**config.mk**
```make
export PLATFORM = sky130hd
export DESIGN_NAME = proc_control_fsm
export DESIGN_NICKNAME = d
export VERILOG_FILES = /design/src/rtl/proc_pkg.sv /design/src/rtl/reg_sel_decoder.sv /design/src/rtl/proc_control_fsm.sv
export SDC_FILE = /design/constraint.sdc
export NUM_CORES = 1
export LEC_CHECK = 0
export ABC_AREA = 1
export CORE_UTILIZATION = 41
export DETAILED_ROUTE_END_ITERATION = 12
export GPL_TIMING_DRIVEN = 0
export PLACE_DENSITY = 0.78
export SLEW_MARGIN = 5
export SYNTH_ARGS = -nofsm -noshare
export SYNTH_HDL_FRONTEND = slang
export SYNTH_SLANG_ARGS = --single-unit
```
**constraint.sdc**
```tcl
create_clock -name clk -period 1.55 [get_ports clk]
set_input_delay 0.2325 -clock clk [delete_from_list [all_inputs] [get_ports clk]]
set_output_delay 0.2325 -clock clk [all_outputs]
set_load 0.005 [all_outputs]
```
**src/rtl/proc_pkg.sv**
```systemverilog
// Shared opcode and state definitions for the processor control sequencer.
package proc_pkg;

  localparam logic [2:0] OP_MV  = 3'b000;
  localparam logic [2:0] OP_MVI = 3'b001;
  localparam logic [2:0] OP_ADD = 3'b010;
  localparam logic [2:0] OP_SUB = 3'b011;

  typedef enum logic [1:0] {
    S_IDLE = 2'd0,
    S_T1   = 2'd1,
    S_T2   = 2'd2,
    S_T3   = 2'd3
  } state_t;

endpackage

```
**src/rtl/reg_sel_decoder.sv**
```systemverilog
// Register index to one-hot enable decoder; all zeros when not enabled.
module reg_sel_decoder #(
  parameter int NREG = 8,
  localparam int RW = $clog2(NREG)
) (
  input  logic            en,
  input  logic [RW-1:0]   idx,
  output logic [NREG-1:0] onehot
);

  always_comb begin
    onehot = '0;
    if (en) onehot[idx] = 1'b1;
  end

endmodule

```
**src/rtl/proc_control_fsm.sv**
```systemverilog
// Multi-cycle control sequencer: latches {op,rx,ry} on run and steps T1..T3.
// Optional one-deep pending-instruction slot enabled by defining CTRL_RUN_QUEUE_EN.
module proc_control_fsm
  import proc_pkg::*;
#(
  parameter int NREG = 8,
  parameter int OPW  = 3,
  localparam int RW  = $clog2(NREG),
  localparam int IW  = OPW + 2*RW
) (
  input  logic            clk,
  input  logic            reset,
  input  logic            run,
  input  logic [IW-1:0]   instr,
  output logic [NREG-1:0] rin,
  output logic [NREG-1:0] rout,
  output logic            dinout,
  output logic            ain,
  output logic            gin,
  output logic            gout,
  output logic            addsub,
  output logic            done,
  output logic            busy
);

  state_t        state, state_next;
  logic [IW-1:0] ir, ir_next;
  logic [OPW-1:0] op;
  logic [RW-1:0]  rx, ry;
  logic           is_sub;
  logic           rin_en, rout_en;
  logic [RW-1:0]  rin_idx, rout_idx;

  assign op     = ir[IW-1 -: OPW];
  assign rx     = ir[2*RW-1 -: RW];
  assign ry     = ir[RW-1:0];
  assign is_sub = (op == OP_SUB);
  assign busy   = (state != S_IDLE);

`ifdef CTRL_RUN_QUEUE_EN
  logic          pend_valid, pend_valid_next;
  logic [IW-1:0] pend_instr, pend_instr_next;

  always_ff @(posedge clk) begin
    if (reset) begin
      pend_valid <= 1'b0;
      pend_instr <= '0;
    end else begin
      pend_valid <= pend_valid_next;
      pend_instr <= pend_instr_next;
    end
  end
`endif

  always_ff @(posedge clk) begin
    if (reset) begin
      state <= S_IDLE;
      ir    <= '0;
    end else begin
      state <= state_next;
      ir    <= ir_next;
    end
  end

  always_comb begin
    state_next = state;
    ir_next    = ir;
    rin_en     = 1'b0;
    rin_idx    = rx;
    rout_en    = 1'b0;
    rout_idx   = ry;
    dinout     = 1'b0;
    ain        = 1'b0;
    gin        = 1'b0;
    gout       = 1'b0;
    addsub     = 1'b0;
    done       = 1'b0;
`ifdef CTRL_RUN_QUEUE_EN
    pend_valid_next = pend_valid;
    pend_instr_next = pend_instr;
`endif

    unique case (state)
      S_IDLE: begin
        if (run) begin
          ir_next    = instr;
          state_next = S_T1;
        end
      end
      S_T1: begin
        case (op)
          OP_MV: begin
            rout_en  = 1'b1;
            rout_idx = ry;
            rin_en   = 1'b1;
            rin_idx  = rx;
            done     = 1'b1;
          end
          OP_MVI: begin
            dinout  = 1'b1;
            rin_en  = 1'b1;
            rin_idx = rx;
            done    = 1'b1;
          end
          OP_ADD, OP_SUB: begin
            rout_en    = 1'b1;
            rout_idx   = rx;
            ain        = 1'b1;
            state_next = S_T2;
          end
          default: done = 1'b1;
        endcase
      end
      S_T2: begin
        rout_en    = 1'b1;
        rout_idx   = ry;
        gin        = 1'b1;
        addsub     = is_sub;
        state_next = S_T3;
      end
      S_T3: begin
        gout    = 1'b1;
        rin_en  = 1'b1;
        rin_idx = rx;
        addsub  = is_sub;
        done    = 1'b1;
      end
    endcase

    if (done) state_next = S_IDLE;

`ifdef CTRL_RUN_QUEUE_EN
    // A run arriving in the done cycle itself chains straight into T1 rather than parking in the slot.
    if (busy && run && !pend_valid) begin
      pend_valid_next = 1'b1;
      pend_instr_next = instr;
    end
    if (done) begin
      if (pend_valid) begin
        ir_next         = pend_instr;
        state_next      = S_T1;
        pend_valid_next = 1'b0;
      end else if (run) begin
        ir_next         = instr;
        state_next      = S_T1;
        pend_valid_next = 1'b0;
      end
    end
`endif
  end

  reg_sel_decoder #(.NREG(NREG)) u_rin_dec (
    .en     (rin_en),
    .idx    (rin_idx),
    .onehot (rin)
  );

  reg_sel_decoder #(.NREG(NREG)) u_rout_dec (
    .en     (rout_en),
    .idx    (rout_idx),
    .onehot (rout)
  );

endmodule

```
# Word level (Yosys, flattened, before mapping)
# Cells that the tools add are included.
# op_classes
muxes,24
order_cmp,4
n_reduce_logical,13
n_eq_ne,8
# ops
cell,count
8-bit two-way mux,2
1-bit two-way mux,12
"3-bit by 4-bit < comparator with 1-bit output, second input constant",2
2-bit OR reduction,4
1-bit demux with 3-bit select,2
"3-bit by 2-bit equality test with 1-bit output, second input constant",2
"3-bit by 1-bit >= comparator with 1-bit output, second input constant",2
3-bit two-way mux,2
1-bit one-hot mux with 2 select lines,3
2-bit one-hot mux with 3 select lines,1
"2-bit equality test, second input constant",2
2-bit two-way mux,2
"2-bit != test, second input constant",2
"3-bit by 1-bit equality test with 1-bit output, second input constant",1
3-bit zero test,1
3-bit AND reduction,1
3-bit nonzero test,1
3-bit OR reduction,1
"2-bit by 1-bit equality test with 1-bit output, second input constant",1
1-bit logical AND,2
2-bit zero test,1
2-bit AND reduction,1
2-bit nonzero test,1
# word_totals
regBits,11
output_inout_bits,23
elab_cells,51
input_bits,12

# Logic depth before layout (Yosys ltp)
# depth
depth_word,9
mapped_depth,9
ltp_nobuf,8

# Modules after synthesis
# From an unflattened synthesis, not the netlist that was laid out.
# unflattened
hier_cells,123
hier_area_um2,720.7
# modules_own_cells
module,area_per_inst_um2,cells_each,instances,seq_area_each_um2
proc_control_fsm,593.1,89,1,220.2
reg_sel_decoder,63.8,17,2,0.0

# Worst setup path after synthesis
# Ideal clock, no wire load.
# synth_path
kind,register to output
startpoint,register state[1]
endpoint,output rin[0]
arrival_ns,1.232
t_required_ns,1.317
n_path_buf,1
stages_incl_launch_ff,10
setup_slack_ns,0.085
cell_sequence,dfxtp_1 -> inv_1 -> ha_1 -> buf_4 -> inv_1 -> nor2_1 -> inv_1 -> o21ai_2 -> nand2_1 -> nor2_1
# synth_via
elab_chain_cells,3
word_cells_on_any_way,4
cone_classes,2 x eq/ne; 2 x mux
# synth_rtl
element,line_no,source
from (decl),proc_control_fsm.sv:26,"state_t state, state_next;"
from (signal assigned),proc_control_fsm.sv:60,state <= state_next;
2-bit equality test or 2-bit by 1-bit equality test with 1-bit output (tied branches),proc_control_fsm.sv:83,unique case (state)
1-bit one-hot mux with 2 select lines *,proc_control_fsm.sv:83,
8-bit two-way mux *,reg_sel_decoder.sv:13,if (en) onehot[idx] = 1'b1;
to (decl),proc_control_fsm.sv:15,"output logic [NREG-1:0] rin,"
# Mark *: on every way between the ends. The rest lies on a longest branch, timed or not.

# Final worst setup path
# layout_path
startpoint,register state[1]
endpoint,output rin[1]
# Same word-level chain as after synthesis.

==> key figures <==
Outcome
  • Outcome: complete, but fails checks
  • Violated checks: setup timing

Logic synthesis
  • Post-synthesis sequential area ratio: 0.2759
  • Synth area leader: dfxtp_1
  • Area contributors post-synth: dfxtp_1 28%, nand2_1 14%, nor2_1 10%
  • Post-synth cell types: 20
  • Synthesized Nets: between 100 and 150
  • FF+latch count, synth: 11
  • Mean cell area of the mapped netlist: 6.188 sq um
  • Gate Count Post-Synth: 129
  • Syn. warnings: 0
  • Post-synth top area share: 0.2759
  • Synth Cell Area: around 800 sq um

Route
  • Routed via count: slightly above 1000
  • Routed Antenna Nets: 0
  • Drt pass-1 iters: 4
  • DR WL/cell: about 13 um
  • Residual DRC count: 0
  • Routed WL: between 2000 and 3000 um
  • Vias/cell: slightly above 5
  • DR iter-0 viols: 26

Worst setup path
  • Setup crit start kind: flop
  • Crit end category: primary output
  • CP max-delay cell: dfxtp_2
  • Top delay family on crit path: buffers and inverters
  • Crit-path most repeated cell: inv_2
  • Crit Path Class: reg -> out
  • Worst path required time: about 1.3 ns
  • Cell Chain, Critical Path: inv_2 > ha_4 > inv_2 > nor2_4 > inv_2 > o21ai_4 > nand2_2 > buf_6 > nor2_1 > buf_2
  • Crit path buf inv count: 5
  • Worst Path Max Fanout: 3
  • Worst EP arrival: ~1.6 ns
  • Biggest cell delay along the critical path: ~0.32 ns

Timing
  • Slew Limit Fails: 0
  • Hold Fails Final Rpt: 0
  • Post-route worst setup slack: -0.2914 ns
  • RSZ-0062 raised after global routing: true
  • Relative slew slack: 0.7853
  • Hold Slack: roughly 0.5 ns
  • Final Setup Violations: 18
  • Tmin final: 1.841 ns
  • Clock Skew: 0.006337 ns
  • Fraction of the cycle the final worst path needs: 1.188
  • Maximum clock rate: 543.1 MHz
  • Slew @ Worst Pin: approximately 0.32 ns

Layout
  • Commonest non-fill, non-tap cell in the layout: nand2_1
  • Layout cells sized above 1: 0.4101
  • Diode count: 0
  • Fin nets: roughly 200
  • Syn-to-layout area delta: 64.73%
  • Most frequent cells in the layout: 23 x nand2_1, 18 x buf_2, 17 x nor2_1

Floorplan
  • Core area: 1783 sq um
  • Initial Util: 0.4477
  • I/O pin count: 35
  • Die Width: ~46 um
  • DIE AREA: between 2000 and 2500 sq um
  • Chip Height: 46.13 um
  • Cell Rows: 15

Placement
  • GP Congestion: between 0.7 and 0.8
  • # port buffers: 34
  • DP Wirelength: 1584 um

Global routing
  • Initial antenna violation count: 0
  • Largest net degree at the start of global routing: 11
  • Total track usage: 0.2362
  • Total congestion overflow: 0
  • First-pass GRT wire length: ~3600 um
  • Vias in the first global route: 842

Clocking
  • Hold-fix buffers at CTS: 0
  • Reg clk slew, reported paths: approximately 0.070 ns
  • Cts bufs inserted: 3
  • CTS max path bufs: 2
  • Clk sinks: 11
  • H-tree lvl count: 1
  • CTS tree: built
  • Clk_lat worst skew: roughly 0.27 ns
  • CTS Root Cell: clkbuf_4

Hold path
  • Worst hold path type: reg -> reg

Pwr
  • Total power draw: approximately 2.2 mW
  • Static Leak: ~0.65 nW
  • Worst vdd ir: 1.111 mV
  • Pwr dens: 1659 nW/um^2

Flow run
  • MaxCap Viol Count: 0
stage by stage:
step | std cells | instance area, sq um | setup WS, ns | util | setup TNS (ns)
floorplan | 129 | 798.3 | 0.08525 | - | 0
global placement | 188 | 1170 | -0.5288 | 0.6561 | -8.074
detailed placement | 188 | 1170 | -0.5748 | 0.6561 | -8.811
CTS | 202 | 1249 | -0.3542 | 0.7004 | -5.272
global route | 203 | 1315 | -0.3754 | 0.7375 | -5.544
finish | 203 | 1315 | -0.2914 | 0.7375 | -3.785
worst paths after layout:
| path | depth (start not counted) | from | end | slack, ns |
|---|---|---|---|---|
| setup / recovery | 10 | state[1] | rin[1] | -0.29 |
| hold / removal | 2 | ir[0] | ir[0] | 0.50 |
| setup reg to reg | 7 | state[0] | ir[7] | 0.16 |
| hold reg to reg | 2 | ir[0] | ir[0] | 0.50 |
timing repair:
item / 4_1_cts / 5_1_grt
buffers inserted: 10 / 3
pin swaps: 18 / 20
gates resized for setup: 101 / 27
endpoints found under the setup margin: 23 / 24
state kept, by name, summed over array words and instances (netlist names):
| signal | flops |
|---|---|
| ir | 9 |
| state | 2 |
cell usage after synthesis, drive strengths merged:
| master | instances |
|---|---|
| nand2 | 32 |
| nor2 | 23 |
| inv | 22 |
| o21ai | 12 |
| dfxtp | 11 |
| a21oi | 10 |
| nand3 | 9 |
| ha | 5 |
| buf | 2 |
| nand4 | 2 |
| clkbuf | 1 |
power breakdown:
group | internal, mW | switching [mW]
combinational | 0.674 | 0.826
clock | 0.0995 | 0.0921
sequential | 0.385 | 0.106
logic make-up (layout without fill, tap and decap cells):
| family | Yosys count | after routing | synth area share |
|---|---|---|---|
| adders and majority gates | 5 | 5 | 0.07837 |
| and+or+nand+nor | 66 | 66 | 0.3746 |
| buffers and inverters | 25 | 74 | 0.1238 |
| AOI/OAI and AO/OA | 22 | 22 | 0.1473 |
| DFF | 11 | 11 | 0.2759 |
worst register-to-register path, cell delays in order, from the launching register on:
cell	delay, ns
dfxtp_4	0.36
buf_6	0.13
inv_4	0.07
ha_2	0.22
nand2_2	0.10
clkbuf_4	0.20
o21ai_0	0.15
a21oi_1	0.05
area by class of cell:
type                       count  area [sq um]
buffer                         2         11.26
sequential                    11         227.7
timing repair buffer          46         356.6
fill                         129         467.9
multi-input combinational     93         576.8
tap                           25         31.28
clock buffer                   4         26.28
inverter                      22         85.08
layer usage:
layer,wire [um],part of all wire,track usage
met1,1096,0.42,0.2950
met2,1264,0.49,0.3775
met3,172,0.067,0.03922
met4,48,0.019,0.1412
met5,0,0,0
Power figures use the tool's default switching activity.
